## src/rtl/i2c_pkg.sv

```systemverilog
// Shared definitions for the I2C target: FSM state encoding, bus constants
// and the byte width.
package i2c_pkg;

  localparam int unsigned BYTE_W = 8;

  localparam logic I2C_ACK  = 1'b0;
  localparam logic I2C_NACK = 1'b1;

  typedef enum logic [3:0] {
    IDLE,
    ADDR,
    ACK_ADDR,
    PTR,
    ACK_PTR,
    WDATA,
    ACK_WDATA,
    RDATA,
    MACK
  } i2c_state_e;

endpackage

```

## src/rtl/i2c_target_mem_line_filter.sv

```systemverilog
// Line conditioning for one bus wire: 2-flop synchroniser, stability filter
// and registered rise/fall strobes aligned with the filtered level change.
// Ports:
//   clk_i, rst_i  clock, asynchronous active-high reset
//   line_i        raw pin value
//   level_o       filtered level (resets to 1)
//   rise_o        one-cycle pulse when level_o goes 0->1
//   fall_o        one-cycle pulse when level_o goes 1->0
module i2c_line_filter #(
  parameter int unsigned FILTER_LEN = 3
) (
  input  logic clk_i,
  input  logic rst_i,
  input  logic line_i,
  output logic level_o,
  output logic rise_o,
  output logic fall_o
);

  localparam int unsigned CNT_W = $clog2(FILTER_LEN + 1);

  logic [1:0]       sync_q;
  logic [CNT_W-1:0] cnt_q, cnt_d;
  logic             level_q, level_d;
  logic             rise_q, rise_d;
  logic             fall_q, fall_d;

  // Synchroniser; idle bus level is high.
  always_ff @(posedge clk_i or posedge rst_i) begin
    if (rst_i) begin
      sync_q <= 2'b11;
    end else begin
      sync_q <= {sync_q[0], line_i};
    end
  end

  // Count consecutive samples that disagree with the filtered level; adopt the
  // new level on the FILTER_LEN-th one. Any agreeing sample restarts the count.
  always_comb begin
    cnt_d   = cnt_q;
    level_d = level_q;
    rise_d  = 1'b0;
    fall_d  = 1'b0;
    if (sync_q[1] == level_q) begin
      cnt_d = '0;
    end else if (cnt_q == CNT_W'(FILTER_LEN - 1)) begin
      cnt_d   = '0;
      level_d = sync_q[1];
      rise_d  = sync_q[1];
      fall_d  = ~sync_q[1];
    end else begin
      cnt_d = cnt_q + CNT_W'(1);
    end
  end

  always_ff @(posedge clk_i or posedge rst_i) begin
    if (rst_i) begin
      cnt_q   <= '0;
      level_q <= 1'b1;
      rise_q  <= 1'b0;
      fall_q  <= 1'b0;
    end else begin
      cnt_q   <= cnt_d;
      level_q <= level_d;
      rise_q  <= rise_d;
      fall_q  <= fall_d;
    end
  end

  assign level_o = level_q;
  assign rise_o  = rise_q;
  assign fall_o  = fall_q;

endmodule

```

## src/rtl/i2c_target_mem.sv

```systemverilog
// I2C target with an internal byte memory: EEPROM-style pointer write, burst
// write and burst read with wrap-around.
// Ports:
//   pclk, preset             oversampling clock, asynchronous active-high reset
//   scl_i, sda_i             raw bus pins
//   sda_oe_o                 1 = pull SDA low
//   data_slave_read_o        last byte written by the master
//   data_slave_read_valid_o  pulse when data_slave_read_o updates
//   start_o, stop_o          pulses on START/repeated START and STOP
//   addr_match_o             high from address ACK until next START/STOP
//   dbg_addr_i, dbg_data_o   combinational debug read port into the memory
module i2c_target_mem
  import i2c_pkg::*;
#(
  parameter logic [6:0]  SLV_ADDR   = 7'h50,
  parameter int unsigned DEPTH      = 16,
  parameter int unsigned FILTER_LEN = 3
) (
  input  logic                     pclk,
  input  logic                     preset,
  input  logic                     scl_i,
  input  logic                     sda_i,
  output logic                     sda_oe_o,
  output logic [BYTE_W-1:0]        data_slave_read_o,
  output logic                     data_slave_read_valid_o,
  output logic                     start_o,
  output logic                     stop_o,
  output logic                     addr_match_o,
  input  logic [$clog2(DEPTH)-1:0] dbg_addr_i,
  output logic [BYTE_W-1:0]        dbg_data_o
);

  localparam int unsigned PTR_W = $clog2(DEPTH);

  logic scl_lvl, scl_rise, scl_fall;
  logic sda_lvl, sda_rise, sda_fall;

  i2c_line_filter #(.FILTER_LEN(FILTER_LEN)) u_scl_filt (
    .clk_i   (pclk),
    .rst_i   (preset),
    .line_i  (scl_i),
    .level_o (scl_lvl),
    .rise_o  (scl_rise),
    .fall_o  (scl_fall)
  );

  i2c_line_filter #(.FILTER_LEN(FILTER_LEN)) u_sda_filt (
    .clk_i   (pclk),
    .rst_i   (preset),
    .line_i  (sda_i),
    .level_o (sda_lvl),
    .rise_o  (sda_rise),
    .fall_o  (sda_fall)
  );

  i2c_state_e          state_q, state_d;
  logic [2:0]          bit_cnt_q, bit_cnt_d;
  logic [BYTE_W-1:0]   shift_q, shift_d;
  logic [PTR_W-1:0]    ptr_q, ptr_d;
  logic [PTR_W-1:0]    wr_addr_q, wr_addr_d;
  logic                rw_q, rw_d;
  logic                sda_oe_q, sda_oe_d;
  logic [BYTE_W-1:0]   rd_data_q, rd_data_d;
  logic                rd_valid_q, rd_valid_d;
  logic                start_q, start_d;
  logic                stop_q, stop_d;
  logic                match_q, match_d;
  logic [BYTE_W-1:0]   mem_q [DEPTH];

  logic                start_det, stop_det, last_bit;
  logic [BYTE_W-1:0]   byte_in;
  logic [PTR_W-1:0]    ptr_inc;

  // SDA falling/rising is only a bus condition while the filtered SCL is high.
  assign start_det = sda_fall & scl_lvl;
  assign stop_det  = sda_rise & scl_lvl;
  assign last_bit  = (bit_cnt_q == 3'd7);
  assign byte_in   = {shift_q[BYTE_W-2:0], sda_lvl};
  assign ptr_inc   = ptr_q + PTR_W'(1);

  // State register.
  always_ff @(posedge pclk or posedge preset) begin
    if (preset) begin
      state_q <= IDLE;
    end else begin
      state_q <= state_d;
    end
  end

  // Next-state logic; bus conditions override everything, bits advance on scl_rise.
  always_comb begin
    state_d = state_q;
    if (start_det) begin
      state_d = ADDR;
    end else if (stop_det) begin
      state_d = IDLE;
    end else if (scl_rise) begin
      case (state_q)
        ADDR:      if (last_bit) state_d = (byte_in[7:1] == SLV_ADDR) ? ACK_ADDR : IDLE;
        ACK_ADDR:  state_d = rw_q ? RDATA : PTR;
        PTR:       if (last_bit) state_d = ACK_PTR;
        ACK_PTR:   state_d = WDATA;
        WDATA:     if (last_bit) state_d = ACK_WDATA;
        ACK_WDATA: state_d = WDATA;
        RDATA:     if (last_bit) state_d = MACK;
        MACK:      state_d = (sda_lvl == I2C_NACK) ? IDLE : RDATA;
        default:   state_d = state_q;
      endcase
    end
  end

  // Output and datapath next values. SDA drive only moves on scl_fall so it is
  // stable for the whole SCL-high phase the master samples in.
  always_comb begin
    bit_cnt_d  = bit_cnt_q;
    shift_d    = shift_q;
    ptr_d      = ptr_q;
    wr_addr_d  = wr_addr_q;
    rw_d       = rw_q;
    sda_oe_d   = sda_oe_q;
    rd_data_d  = rd_data_q;
    rd_valid_d = 1'b0;
    start_d    = 1'b0;
    stop_d     = 1'b0;
    match_d    = match_q;
    if (start_det) begin
      bit_cnt_d = '0;
      sda_oe_d  = 1'b0;
      start_d   = 1'b1;
      match_d   = 1'b0;
    end else if (stop_det) begin
      bit_cnt_d = '0;
      sda_oe_d  = 1'b0;
      stop_d    = 1'b1;
      match_d   = 1'b0;
    end else begin
      if (scl_fall) begin
        case (state_q)
          ACK_ADDR, ACK_PTR, ACK_WDATA: sda_oe_d = 1'b1;
          RDATA:                        sda_oe_d = ~shift_q[BYTE_W-1];
          default:                      sda_oe_d = 1'b0;
        endcase
      end
      if (scl_rise) begin
        case (state_q)
          ADDR: begin
            shift_d   = byte_in;
            bit_cnt_d = bit_cnt_q + 3'd1;
            if (last_bit) begin
              rw_d    = sda_lvl;
              match_d = (byte_in[7:1] == SLV_ADDR);
            end
          end
          ACK_ADDR: begin
            bit_cnt_d = '0;
            if (rw_q) shift_d = mem_q[ptr_q];
          end
          PTR: begin
            shift_d   = byte_in;
            bit_cnt_d = bit_cnt_q + 3'd1;
            if (last_bit) ptr_d = byte_in[PTR_W-1:0];
          end
          ACK_PTR, ACK_WDATA: bit_cnt_d = '0;
          WDATA: begin
            shift_d   = byte_in;
            bit_cnt_d = bit_cnt_q + 3'd1;
            if (last_bit) begin
              rd_data_d  = byte_in;
              rd_valid_d = 1'b1;
              wr_addr_d  = ptr_q;
              ptr_d      = ptr_inc;
            end
          end
          RDATA: begin
            shift_d   = {shift_q[BYTE_W-2:0], 1'b0};
            bit_cnt_d = bit_cnt_q + 3'd1;
          end
          MACK: begin
            bit_cnt_d = '0;
            if (sda_lvl == I2C_ACK) begin
              ptr_d   = ptr_inc;
              shift_d = mem_q[ptr_inc];
            end
          end
          default: bit_cnt_d = bit_cnt_q;
        endcase
      end
    end
  end

  always_ff @(posedge pclk or posedge preset) begin
    if (preset) begin
      bit_cnt_q  <= '0;
      shift_q    <= '0;
      ptr_q      <= '0;
      wr_addr_q  <= '0;
      rw_q       <= 1'b0;
      sda_oe_q   <= 1'b0;
      rd_data_q  <= '0;
      rd_valid_q <= 1'b0;
      start_q    <= 1'b0;
      stop_q     <= 1'b0;
      match_q    <= 1'b0;
    end else begin
      bit_cnt_q  <= bit_cnt_d;
      shift_q    <= shift_d;
      ptr_q      <= ptr_d;
      wr_addr_q  <= wr_addr_d;
      rw_q       <= rw_d;
      sda_oe_q   <= sda_oe_d;
      rd_data_q  <= rd_data_d;
      rd_valid_q <= rd_valid_d;
      start_q    <= start_d;
      stop_q     <= stop_d;
      match_q    <= match_d;
    end
  end

  // Memory commit trails the valid pulse by one cycle, so dbg_data_o still
  // shows the old byte while data_slave_read_valid_o is high.
  always_ff @(posedge pclk or posedge preset) begin
    if (preset) begin
      for (int i = 0; i < int'(DEPTH); i++) mem_q[i] <= '0;
    end else if (rd_valid_q) begin
      mem_q[wr_addr_q] <= rd_data_q;
    end
  end

  assign sda_oe_o                = sda_oe_q;
  assign data_slave_read_o       = rd_data_q;
  assign data_slave_read_valid_o = rd_valid_q;
  assign start_o                 = start_q;
  assign stop_o                  = stop_q;
  assign addr_match_o            = match_q;
  assign dbg_data_o              = mem_q[dbg_addr_i];

endmodule

```

## config.mk

```make
export PLATFORM = sky130hd
export DESIGN_NAME = i2c_target_mem
export DESIGN_NICKNAME = d
export VERILOG_FILES = /design/src/rtl/i2c_pkg.sv /design/src/rtl/i2c_target_mem_line_filter.sv /design/src/rtl/i2c_target_mem.sv
export SDC_FILE = /design/constraint.sdc
export NUM_CORES = 1
export LEC_CHECK = 0
export BUFFER_PORTS_ARGS = -buffer_cell sky130_fd_sc_hd__clkbuf_2
export CAP_MARGIN = 25
export CORE_MARGIN = 10
export CORE_UTILIZATION = 40
export CTS_BUF_LIST = sky130_fd_sc_hd__clkbuf_2
export DETAILED_ROUTE_END_ITERATION = 16
export PLACE_DENSITY = 0.59
export SYNTH_ARGS = -nofsm -noshare
export SYNTH_HDL_FRONTEND = slang
export SYNTH_SLANG_ARGS = --single-unit
```

## constraint.sdc

```tcl
create_clock -name pclk -period 11.15 [get_ports pclk]
set_clock_uncertainty 0.1 [all_clocks]
set_input_delay 1.6725 -clock pclk [delete_from_list [all_inputs] [get_ports pclk]]
set_output_delay 1.6725 -clock pclk [all_outputs]
set_load 0.02 [all_outputs]
```

==> metrics.txt, run 1 <==
sequential fraction of the synthesis area=0.439; commonest cells in the netlist=dfrtp_1 (173), mux2_2 (145), mux4_2 (87); async set or reset register ratio after synthesis=1.00; Gates resized, CTS repair=0; Gate Count Post-Synth=777; Reg power frac=0.604; Critical Path Source Type=input pin; die height=180 um; synthesized cell area=0.0102 mm^2; CTS H-Tree Depth=4; share of post-route cells with drive strength above 1=0.417; Slew HR=0.360; Clock power frac=0.288; required time worst endpoint=9380 ps; Final #Nets=799; worst slew pin tran=958 ps; port bufs=28; RePlAce Congestion=0.851; DP Area=0.0107 mm^2; Pwr Total=1.21 mW; RSZ-0062 raised after global routing=no; io pins=29; kind of critical path=input pin to primary output; main flop type after synthesis=dfrtp_1; fin util=0.436; initial antenna violation count=1; cell taking the most area after synthesis=dfrtp_1; DR pass1 iterations=5; post-synth top area share=0.424; core footprint=0.0252 mm^2; TritonCTS Sinks=179; Max clock buf depth=2; starting density of the core=0.405; synthesized flop and latch total=179; post-CTS setup buffer count=0; drt via density=6.15; # rows=58; status=completed; Post-CTS Hold Buffers=0; number of distinct library cells after synthesis=59; Detailed Route Iter0 Violations=736; Static Leak=4.65 nW; fin area=0.0110 mm^2; Post-Syn Area per Cell=13.1 um^2; Clock Latency Late Sink=800 ps; main area contributors after synthesis=dfrtp_1 (42%), mux4_2 (19%), mux2_2 (16%), mux2i_1 (2.5%), nand2_1 (2.5%); Hold Path Class=flip-flop to flip-flop; syn_nets=788; P_int=812 uW; GRT Total Usage=0.175; DIE AREA=0.0323 mm^2; Worst-path clk slew=260 ps; Fin. Hold Viols=0; Inserted Clock Buffers=17; Chip Width=180 um; hold_ws=276 ps; critical path endpoint category=primary output; total gr overflow=0; WL per Instance=25.3 um; Arr. time, crit path=3550 ps; Detailed Route WL=28600 um; Logic pwr share=0.109; worst-path fanout max=32; peak supply drop=0.0692 mV; number of global-route vias before repair=6877; via count=6967; drt drc=0; count leader, synth=dfrtp_1; FMAX=188 MHz; total of warnings raised by yosys=0; first-pass GRT wire length=44300 um; Sw Share=0.328; DP Wirelength=17700 um; Final Cycle Share=0.478; Final min period=5330 ps; CTS tree=built; root buffer cell=clkbuf_2; Max-cap violations=0; TNS Setup=0 ps; PwrDens=110 mW/mm^2; final setup violation count=0; Final ANT Viol Nets=0; Net Sw Power=397 uW; Slew Limit Fails=0; Area Growth Syn to Fin=7.40%; EDFF count, synth=0; largest net degree at the start of global routing=67
[through the flow]
stage / std cells / setup slack [ps]
5_1_grt: 1132 / 5710
2_1_floorplan: 777 / 4530
6_report: 1132 / 5820
4_1_cts: 1130 / 5810
3_3_place_gp: 1098 / 5830
3_5_place_dp: 1098 / 5810
[routing by layer]
metal  share of wire  up-vias  GRT usage  routed length [um]
met5               0        -          0                   0
met1            0.45     3681      0.241               12900
met2            0.46      233      0.261               13100
met3           0.058       44     0.0416                1670
met4           0.035        0     0.0708                 999
li1                -     3009          -                   -
[power groups by stage]
stage	Combinational (mW)	Sequential, mW	Clock, mW
after floorplan	0.106	0.713	0
after global placement	0.129	0.739	0
after detailed placement	0.132	0.739	0
after CTS	0.132	0.729	0.360
after global routing	0.145	0.736	0.390
final	0.131	0.730	0.348
[worst paths after layout]
kind                                       from              endpoint  slack [ps]  cells past startpoint
setup / recovery                  dbg_addr_i[0]         dbg_data_o[7]        5820                      5
hold / removal             u_scl_filt.sync_q[0]  u_scl_filt.sync_q[1]         280                      0
setup reg to reg                       ptr_q[0]            shift_q[0]        7710                      9
hold reg to reg            u_scl_filt.sync_q[0]  u_scl_filt.sync_q[1]         280                      0
max in group asynchronous                preset              ptr_q[2]        8190                      4
min in group asynchronous                preset            mem_q[118]         780                      2
[state kept, by name, indices dropped and copies added, names as in the netlist, 3 cells and up]
name               cells
data_slave_read_o      8
mem_q                128
wr_addr_q              4
shift_q                8
bit_cnt_q              3
state_q                4
ptr_q                  4
[cell type report]
type	instances	area, um^2
Clock inverter	14	156
Tap cell	330	413
Multi-Input combinational cell	532	5450
Fill cell	2341	14200
Timing Repair Buffer	52	340
Antenna cell	1	2.50
Clock buffer	18	90.1
Sequential cell	179	4490
Inverter	6	27.5
[worst max-delay path, stage by stage]
cell,delay (ps)
clkbuf_2,80
buf_4,490
mux4_2,580
mux4_2,510
clkbuf_2,180
[cells in the final DEF, fill, tap and decap left out, types with 6 or more instances in the layout]
cell      count
mux2i_1      26
a31oi_1       9
mux2_2      145
nand3b_1      6
nor3_1        9
dfrtp_1     171
a21oi_1       8
buf_4        23
dfstp_2       6
nand4_1       9
nand2_1      67
nand3_1      21
nand2b_1     11
o21ai_0       7
clkbuf_2     46
mux4_2       87
nor2_1       43
inv_8         6
a32oi_1      11
[kinds of logic after synthesis]
group | Yosys count | synth area share
simple gates | 194 | 0.0929
mux | 258 | 0.377
compound gates | 72 | 0.0528
xor+xnor | 5 | 0.00576
fa+ha+maj | 3 | 0.00368
flops | 179 | 0.439
buf+inv | 66 | 0.0282
(Power assumes the default switching activity.)
==> run 2: changes to the inputs <==
- clock period: 11.15 -> 5.5 ns (I/O delays scaled with it)
==> run 2 against run 1 <==
- global-route usage is 0.22 points higher
- wire length rose by 0.67%
- critical path depth up 1
- final cell count stayed put
- total power up 120%
- count of clock-buffer cells in the layout unchanged
==> metrics.txt, run 2 (synthesis results as in run 1) <==
status=completed; Static Leak=4.69 nW (+0.78%); Worst-path clk slew=250 ps (about the same); final setup violation count=0 (unchanged); io pins=29 (unchanged); placed cells=1097 (-0.091%); WL per Instance=25.4 um (+0.67%); Detailed Route WL=28800 um (+0.67%); Hold Path Class=input pin to async pin; RR Endpoint=shift_q[2]; port bufs=28 (unchanged); die height=180 um (unchanged); P_int=1.89 mW (+130%); Slew HR=0.181 (-0.179); RePlAce Congestion=0.833 (-2.1%); peak supply drop=0.139 mV (+100%); Final #Nets=800 (+0.13%); Chip Width=180 um (unchanged); Crit-path slowest cell=mux4_2; hold_ws=43.5 ps (-232 ps); TritonCTS Sinks=179 (unchanged); DP Wirelength=17700 um (about the same); FMAX=277 MHz; # rows=58 (unchanged); r2r setup slk=2570 ps (-5140 ps); required time worst endpoint=4580 ps (-4800 ps); reg2reg path depth=7 (-2); PwrDens=239 mW/mm^2 (+120%); DP Worst Slack=1400 ps (-4400 ps); DR pass1 iterations=6 (+1); most common cell after layout, fill and taps aside=dfrtp_1; most frequent cells in the layout=dfrtp_1 (171), mux2_2 (145), mux4_2 (87); root buffer cell=clkbuf_2; fill cell count=2325 (-0.68%); Inserted Clock Buffers=17 (unchanged); Arr. time, crit path=2690 ps (-860 ps); DIE AREA=0.0323 mm^2 (unchanged); Reg power frac=0.559 (-0.045); Slew Limit Fails=0 (unchanged); core footprint=0.0252 mm^2 (unchanged); drt drc=0 (unchanged); Clock Latency Late Sink=770 ps (-30 ps); largest net degree at the start of global routing=180 (+170%); max FFs per register=128 (unchanged); starting density of the core=0.405 (unchanged); Critical Path Source Type=input pin; Clock power frac=0.338 (+0.050); critical path endpoint category=primary output; worst-path fanout max=22 (-31%); area of the multi-input gates=0.00545 mm^2 (unchanged); Final min period=3610 ps; RSZ-0062 raised after global routing=no; Max clock buf depth=2 (unchanged); kind of critical path=input pin to primary output; Max-cap violations=0 (unchanged); DP Area=0.0107 mm^2 (about the same); Detailed Route Iter0 Violations=688 (-6.5%); Net Sw Power=758 uW (+91%); Final ANT Viol Nets=0 (unchanged); CTS tree=built; TNS Setup=0 ps (unchanged); GRT Total Usage=0.178 (+0.00221); via count=6952 (-0.22%); Area Growth Syn to Fin=8.41%; Sw Share=0.286 (-0.0420); total gr overflow=0 (unchanged); FF-to-FF Start=ptr_q[0]; Fin. Hold Viols=0 (unchanged); fin cells=1132 (unchanged); CTS H-Tree Depth=4 (unchanged); fin area=0.0111 mm^2 (+0.94%); largest stage delay on the critical path=510 ps (-70 ps); initial antenna violation count=1 (unchanged); number of global-route vias before repair=7019 (+2.1%); total area of sequential cells=0.00449 mm^2 (unchanged); first-pass GRT wire length=44500 um (+0.53%); Top reg by flops=mem_q; drt via density=6.14 (-0.22%); post-CTS setup buffer count=0 (unchanged); CP Cell Sequence=clkbuf_2 > buf_12 > buf_4 > mux4_2 > mux4_2 > clkbuf_2; Logic pwr share=0.102 (-0.007); worst slew pin tran=1230 ps (+271 ps); Final Cycle Share=0.657; PnR worst setup slack=1890 ps (-3930 ps); share of post-route cells with drive strength above 1=0.414 (-0.00250)
[run 2: cell count changes in the layout (fill, tap and decap cells not counted), moves of 2 or more]
cell / before / now
bufinv_16: 0 / 6
inv_8: 6 / 1
clkinv_8: 3 / 0
buf_12: 0 / 2
buf_4: 23 / 21
clkinvlp_4: 0 / 2
dlygate4sd3_1: 0 / 2
[run 2: routing by layer]
layer / GRT usage / vias up / routed length (um)
met5: 0 / - / 0
met4: 0.0701 / 0 / 988
met3: 0.0388 / 50 / 1760
met2: 0.274 / 238 / 13300
met1: 0.238 / 3640 / 12700
li1: - / 3024 / -
[run 2: worst max-delay path by stage]
stage | start | to | slack [ps]
after floorplan | dbg_addr_i[0] | dbg_data_o[0] | 2170
after global placement | dbg_addr_i[0] | dbg_data_o[6] | 1450
after detailed placement | dbg_addr_i[0] | dbg_data_o[5] | 1400
after CTS | dbg_addr_i[0] | dbg_data_o[5] | 1400
after global routing | dbg_addr_i[0] | dbg_data_o[5] | 1790
final | dbg_addr_i[0] | dbg_data_o[5] | 1890
[run 2: final cells by class]
type / instances / share of cell area
clock buffer: 18 / 0.00814
sequential: 179 / 0.406
multi-input combinational: 532 / 0.492
antenna: 1 / 0.000226
clock inverter: 13 / 0.0219
tap: 330 / 0.0373
inverter: 6 / 0.00237
timing repair buffer: 53 / 0.0323
[run 2: what timing repair did]
action | in CTS | in global routing
hold buffers | 2 | 0
gates resized for setup | 0 | 0
hold endpoints to repair | 2 | 0
[run 2: worst max-delay path, delay by kind of cell]
kind	cells	cell delay (ps)
mux	2	1000
buf+inv	4	830
[run 2: power groups by stage]
stage,sequential [mW],clock (mW),combinational [mW]
after floorplan,1.45,0,0.215
final,1.48,0.896,0.271
after global placement,1.50,0,0.264
after CTS,1.48,0.919,0.271
after detailed placement,1.50,0,0.270
after global routing,1.49,0.968,0.307
[run 2: per-stage QoR]
| step | util | power, mW |
|---|---|---|
| 2_1_floorplan | - | 1.66 |
| 3_3_place_gp | 0.425 | 1.76 |
| 3_5_place_dp | 0.425 | 1.77 |
| 4_1_cts | 0.439 | 2.67 |
| 5_1_grt | 0.440 | 2.77 |
| 6_report | 0.440 | 2.65 |
